### src/rtl/playback_pkg.sv
// playback_pkg: key codes, state/command types and divisor defaults for the playback sequencer.
// Rev 1.0
`default_nettype none

package playback_pkg;

  localparam logic [7:0] KEY_PLAY_UC    = 8'h45;
  localparam logic [7:0] KEY_PLAY_LC    = 8'h65;
  localparam logic [7:0] KEY_PAUSE_UC   = 8'h44;
  localparam logic [7:0] KEY_PAUSE_LC   = 8'h64;
  localparam logic [7:0] KEY_FWD_UC     = 8'h46;
  localparam logic [7:0] KEY_FWD_LC     = 8'h66;
  localparam logic [7:0] KEY_BWD_UC     = 8'h42;
  localparam logic [7:0] KEY_BWD_LC     = 8'h62;
  localparam logic [7:0] KEY_RESTART_UC = 8'h52;
  localparam logic [7:0] KEY_RESTART_LC = 8'h72;

  localparam int unsigned PB_DIV_DEFAULT  = 1227;
  localparam int unsigned PB_DIV_STEP     = 16;
  localparam int unsigned PB_DIV_MIN      = 256;
  localparam int unsigned PB_DIV_MAX      = 8192;
  localparam int unsigned PB_RESTART_HOLD = 4;

  typedef enum logic [1:0] {PAUSED, PLAYING, RESTARTING} pb_state_t;

  typedef enum logic [2:0] {
    CMD_NONE,
    CMD_PLAY,
    CMD_PAUSE,
    CMD_FWD,
    CMD_BWD,
    CMD_RESTART
  } key_cmd_t;

  function automatic key_cmd_t decode_key(input logic [7:0] code);
    key_cmd_t cmd;
    case (code)
      KEY_PLAY_UC,    KEY_PLAY_LC:    cmd = CMD_PLAY;
      KEY_PAUSE_UC,   KEY_PAUSE_LC:   cmd = CMD_PAUSE;
      KEY_FWD_UC,     KEY_FWD_LC:     cmd = CMD_FWD;
      KEY_BWD_UC,     KEY_BWD_LC:     cmd = CMD_BWD;
      KEY_RESTART_UC, KEY_RESTART_LC: cmd = CMD_RESTART;
      default:                        cmd = CMD_NONE;
    endcase
    return cmd;
  endfunction

endpackage

`default_nettype wire

### src/rtl/edge_pulse_sync.sv
// edge_pulse_sync: 2-FF synchroniser followed by a registered rising-edge detector.
// Rev 1.0
`default_nettype none

module edge_pulse_sync (
  input  logic clk,
  input  logic rst,
  input  logic async_in,
  output logic pulse
);

  logic meta;
  logic sync;
  logic sync_d;

  always_ff @(posedge clk) begin
    if (rst) begin
      meta   <= 1'b0;
      sync   <= 1'b0;
      sync_d <= 1'b0;
      pulse  <= 1'b0;
    end else begin
      meta   <= async_in;
      sync   <= meta;
      sync_d <= sync;
      pulse  <= sync & ~sync_d;
    end
  end

endmodule

`default_nettype wire

### src/rtl/playback_controller.sv
// playback_controller: turns keyboard commands and speed buttons into registered fetcher controls.
// Rev 1.0
`default_nettype none

module playback_controller
  import playback_pkg::*;
#(
  parameter int unsigned DIV_DEFAULT  = PB_DIV_DEFAULT,
  parameter int unsigned DIV_STEP     = PB_DIV_STEP,
  parameter int unsigned DIV_MIN      = PB_DIV_MIN,
  parameter int unsigned DIV_MAX      = PB_DIV_MAX,
  parameter int unsigned RESTART_HOLD = PB_RESTART_HOLD
) (
  input  logic        clk_27,
  input  logic        rst,
  input  logic [7:0]  key_code,
  input  logic        key_valid,
  input  logic        speed_up,
  input  logic        speed_down,
  input  logic        speed_reset,
  output logic        paused,
  output logic        forward,
  output logic [31:0] sample_freq_div,
  output logic        restart_out
);

  localparam int unsigned CNT_W = (RESTART_HOLD > 1) ? $clog2(RESTART_HOLD) : 1;
  localparam logic [CNT_W-1:0] HOLD_LOAD = CNT_W'(RESTART_HOLD - 1);

  localparam logic [31:0] DIV_DEFAULT_W = 32'(DIV_DEFAULT);
  localparam logic [31:0] DIV_STEP_W    = 32'(DIV_STEP);
  localparam logic [31:0] DIV_MIN_W     = 32'(DIV_MIN);
  localparam logic [31:0] DIV_MAX_W     = 32'(DIV_MAX);

  key_cmd_t          cmd;
  pb_state_t         state, state_next;
  logic              resume_play, resume_play_next;
  logic [CNT_W-1:0]  hold_cnt, hold_cnt_next;
  logic              up_pulse, down_pulse, reset_pulse;
  logic [31:0]       div_next;

  assign cmd = key_valid ? decode_key(key_code) : CMD_NONE;

  edge_pulse_sync u_sync_up (
    .clk      (clk_27),
    .rst      (rst),
    .async_in (speed_up),
    .pulse    (up_pulse)
  );

  edge_pulse_sync u_sync_down (
    .clk      (clk_27),
    .rst      (rst),
    .async_in (speed_down),
    .pulse    (down_pulse)
  );

  edge_pulse_sync u_sync_reset (
    .clk      (clk_27),
    .rst      (rst),
    .async_in (speed_reset),
    .pulse    (reset_pulse)
  );

  // Hold expiry looks at the updated resume so a PLAY/PAUSE on the last hold cycle still counts.
  always_comb begin
    state_next       = state;
    resume_play_next = resume_play;
    hold_cnt_next    = hold_cnt;
    case (state)
      PAUSED: begin
        if (cmd == CMD_PLAY) begin
          state_next = PLAYING;
        end else if (cmd == CMD_RESTART) begin
          state_next       = RESTARTING;
          resume_play_next = 1'b0;
          hold_cnt_next    = HOLD_LOAD;
        end
      end
      PLAYING: begin
        if (cmd == CMD_PAUSE) begin
          state_next = PAUSED;
        end else if (cmd == CMD_RESTART) begin
          state_next       = RESTARTING;
          resume_play_next = 1'b1;
          hold_cnt_next    = HOLD_LOAD;
        end
      end
      RESTARTING: begin
        if (cmd == CMD_RESTART) begin
          hold_cnt_next = HOLD_LOAD;
        end else begin
          if (cmd == CMD_PLAY) begin
            resume_play_next = 1'b1;
          end else if (cmd == CMD_PAUSE) begin
            resume_play_next = 1'b0;
          end
          if (hold_cnt == '0) begin
            state_next = resume_play_next ? PLAYING : PAUSED;
          end else begin
            hold_cnt_next = hold_cnt - 1'b1;
          end
        end
      end
      default: state_next = PAUSED;
    endcase
  end

  always_ff @(posedge clk_27) begin
    if (rst) begin
      state       <= PAUSED;
      resume_play <= 1'b0;
      hold_cnt    <= '0;
      paused      <= 1'b1;
      restart_out <= 1'b0;
    end else begin
      state       <= state_next;
      resume_play <= resume_play_next;
      hold_cnt    <= hold_cnt_next;
      paused      <= (state_next != PLAYING);
      restart_out <= (state_next == RESTARTING);
    end
  end

  always_ff @(posedge clk_27) begin
    if (rst) begin
      forward <= 1'b1;
    end else if (cmd == CMD_FWD) begin
      forward <= 1'b1;
    end else if (cmd == CMD_BWD) begin
      forward <= 1'b0;
    end
  end

  // Bounds are tested before the add/subtract so the result cannot wrap.
  always_comb begin
    div_next = sample_freq_div;
    if (reset_pulse) begin
      div_next = DIV_DEFAULT_W;
    end else if (up_pulse && !down_pulse) begin
      div_next = (sample_freq_div >= DIV_MIN_W + DIV_STEP_W) ?
                 sample_freq_div - DIV_STEP_W : DIV_MIN_W;
    end else if (down_pulse && !up_pulse) begin
      div_next = (sample_freq_div >= DIV_MAX_W - DIV_STEP_W) ?
                 DIV_MAX_W : sample_freq_div + DIV_STEP_W;
    end
  end

  always_ff @(posedge clk_27) begin
    if (rst) begin
      sample_freq_div <= DIV_DEFAULT_W;
    end else begin
      sample_freq_div <= div_next;
    end
  end

endmodule

`default_nettype wire

### config.mk
export PLATFORM = sky130hd
export DESIGN_NAME = playback_controller
export DESIGN_NICKNAME = d
export VERILOG_FILES = /design/src/rtl/playback_pkg.sv /design/src/rtl/edge_pulse_sync.sv /design/src/rtl/playback_controller.sv
export SDC_FILE = /design/constraint.sdc
export NUM_CORES = 1
export LEC_CHECK = 0
export CAP_MARGIN = 15
export CELL_PAD_IN_SITES_DETAIL_PLACEMENT = 1
export CELL_PAD_IN_SITES_GLOBAL_PLACEMENT = 1
export CORE_MARGIN = 10
export CORE_UTILIZATION = 39
export CTS_CLUSTER_SIZE = 20
export DETAILED_ROUTE_END_ITERATION = 10
export PLACE_DENSITY_LB_ADDON = 0.1
export SETUP_SLACK_MARGIN = 0.1
export SYNTH_ARGS = -nofsm -noshare
export SYNTH_HDL_FRONTEND = slang
export SYNTH_SLANG_ARGS = --single-unit
### constraint.sdc
create_clock -name clk_27 -period 2.6 [get_ports clk_27]
set_clock_uncertainty 0.15 [all_clocks]
set_input_delay 0.39 -clock clk_27 [delete_from_list [all_inputs] [get_ports clk_27]]
set_output_delay 0.39 -clock clk_27 [all_outputs]
set_load 0.1 [all_outputs]
==> summary.txt <==
Timing
  – Fin. Hold Viols: 0
  – Max Slew Vio Count: 0
  – Fin crit share: between 90% and 100%
  – Tmin final: approximately 2.5 ns
  – Fin Setup TNS: 0 ns
  – Slew headroom: roughly 63%
  – Fmax: just over 400 MHz
  – Slew @ Worst Pin: ~0.55 ns
  – RSZ-0062 raised after global routing: yes
  – Endpoints failing setup: 0

Synthesis
  – Synth Net Count: a little under 400
  – Mapped Cells: 364
  – Number of library cell types mapped by synthesis: 61
  – Flops & latches, synth: between 40 and 50
  – Seq/Total Area, Yosys: between 30% and 40%
  – Primary FF master, synth: dfxtp_1
  – Post-synth EDFFs: 0
  – Syn avg cell area: 7.89 µm²
  – YS warnings: 0
  – Mapped Area: approximately 2900 µm²
  – Post-synthesis async set-or-reset flop share: 0%

Floorplan
  – I/O pin count: approximately 50
  – Core region area: ~7000 µm²
  – Die ar.: about 11000 µm²
  – Initial Util: between 30% and 40%
  – Die Span X: around 110 µm
  – Die Span Y: 106 µm
  – Row count: 31

Finish
  – Filler Cells Inserted: around 900
  – Commonest non-fill, non-tap cell in the layout: buf_4
  – Layout Nets: between 400 and 500
  – # diodes: 0
  – Layout cells sized above 1: slightly below 30%
  – Max reg flops: 29
  – Top flop regs: sample_freq_div: 29 flops, hold_cnt: 2 flops, state: 2 flops
  – Synthesis-to-finish area growth: 30.1%
  – Non-filler cells, final: approximately 530
  – Most frequent cells in the layout: 68 x buf_4, 29 x nor2_1, 26 x a21oi_1
  – Reg with most FFs: sample_freq_div

Clock tree
  – TritonCTS clock tree: yes
  – CTS Sinks: a little under 50
  – CTS buffer count: 5
  – CTS H-Tree Depth: 2
  – Hold buffer count at cts: 0
  – Clock root cell: clkbuf_8
  – Clk slew on worst S/H paths: 0.11 ns
  – Worst-Skew Late Latency: around 0.31 ns
  – Clock buffer depth: 2

Global route
  – Number of global-route vias before repair: 3081
  – All-Layer GR Usage: 16.2%
  – Largest net degree at the start of global routing: 37
  – First-pass GRT wire length: between 15000 and 20000 µm
  – GR Overflow Total: 0
  – Initial antenna violation count: 0

Min path
  – Worst Hold Class: reg2reg
  – Hold Path End: u_sync_reset.pulse
  – Hold depth: 1
  – Worst Hold Launch: u_sync_reset.sync_d

Route
  – Drt wl/cell: 17.5 µm
  – WL final: slightly above 9000 µm
  – Via/cell ratio: ~5.7
  – Antenna Violating Nets Remaining: 0
  – 1st-pass router iterations: 4
  – First DRT Iteration DRCs: 181
  – Remaining DRCs: 0
  – Via count: roughly 3000

Setup path
  – CP Launch Type: flip-flop
  – Worst Path Required: between 2 and 3 ns
  – Crit path kind: reg2reg
  – CP Max Fanout: 6
  – R2r worst-path depth: 7
  – Reg2reg end: sample_freq_div[6]
  – CP endpoint kind: flip-flop
  – RR Startpoint: sample_freq_div[25]
  – Crit path DAT: 2.52 ns
  – R2R setup slack: roughly 0.13 ns

Place
  – Buffers on Ports: 46
  – DP Wirelength: around 7000 µm
  – GP Congestion: 0.882
  – DP Cell Count: roughly 520

Job
  – Max Cap Viol: 0

Power
  – Pleak: 0.00143 µW
  – Peak supply drop: approximately 0.25 mV
  – Pwr dens: roughly 380 nW/µm²

Status
  – Status: completed
[synth_stat cells, types with 7 or more instances]
cell      instances  area, µm²
dfxtp_1          49        981
nor2_1           29        109
a21oi_1          26        130
nand2_1          23       86.3
o21ai_0          19       95.1
clkbuf_1         18       67.6
nor3_1           18       90.1
nand3_1          17       85.1
inv_1            15       56.3
nor2b_1          13       81.3
or3_1            12       75.1
ha_1              9        113
a31oi_1           8       50.1
nor4_1            7       43.8
o211ai_1          7       52.6
[repair_timing]
item | 4_1_cts | 5_1_grt
buffers inserted | 0 | 2
gates cloned | 0 | 0
setup endpoints to repair | 9 | 19
pin swaps | 0 | 2
gates resized for setup | 3 | 9
[layout make-up]
cell class                 instances  area, µm²  share of cell area, %
clock buffer                       5       68.8                   1.84
clock inverter                     3       28.8                  0.770
inverter                          15       56.3                   1.51
multi-input combinational        275       1800                   48.1
sequential                        49       1030                   27.6
tap                               99        124                   3.32
timing repair buffer              80        631                   16.9
[stage by stage]
step	setup WS (ns)	cell area (µm²)	hold slack (ns)	power, µW	utilization, %
after floorplan	0.101	2930	0.217	864	-
after global placement	0.0425	3560	0.224	919	49.3
after detailed placement	0.0108	3560	0.228	922	49.3
after CTS	0.101	3670	0.245	1440	50.9
after global routing	0.0779	3740	0.258	1480	51.8
final	0.135	3740	0.241	1410	51.8
[power breakdown]
| group | switching (µW) | total, µW | leakage (µW) | internal [µW] |
|---|---|---|---|---|
| Sequential | 4.46 | 758 | 0.000409 | 753 |
| Combinational | 91.7 | 149 | 0.000970 | 57.4 |
| Clock | 301 | 505 | 0.0000511 | 204 |
[metal layers]
metal / up-vias / part of all wire, % / global-route usage, %
met4: 0 / 0.90 / 3.58
met2: 69 / 50 / 28.0
met1: 1445 / 43 / 20.0
li1: 1481 / - / -
met5: - / 0 / 0
met3: 8 / 5.9 / 3.47
[kinds of logic (layout without fill, tap and decap cells)]
family / count (synthesis) / in the layout / share of synthesized area (%)
and+or+nand+nor: 156 / 156 / 30.1
adders and majority gates: 9 / 9 / 3.92
muxes: 2 / 2 / 0.740
buffers and inverters: 40 / 103 / 5.75
AOI/OAI and AO/OA: 105 / 105 / 24.6
DFF: 49 / 49 / 34.1
xor gates and xnor gates: 2 / 2 / 0.610
other: 1 / 1 / 0.131
[critical path, cell delays in order (launching register included)]
cell	delay, ns
dfxtp_2	0.36
or4_1	0.60
nor4b_4	0.27
buf_4	0.19
a31oi_2	0.19
a211oi_2	0.31
a21boi_2	0.19
o32ai_1	0.09
[how the worst max path moves through the flow]
stage | startpoint | to | slack, ns | cells past startpoint
6_report | sample_freq_div[25] | sample_freq_div[6] | 0.13 | 7
5_1_grt | sample_freq_div[4] | sample_freq_div[29] | 0.08 | 8
3_3_place_gp | key_code[2] | paused | 0.04 | 7
3_5_place_dp | key_code[2] | paused | 0.01 | 7
2_1_floorplan | sample_freq_div[7] | sample_freq_div[12] | 0.10 | 8
4_1_cts | sample_freq_div[19] | sample_freq_div[29] | 0.10 | 6
Note: power is estimated with default switching activity, not from simulation.
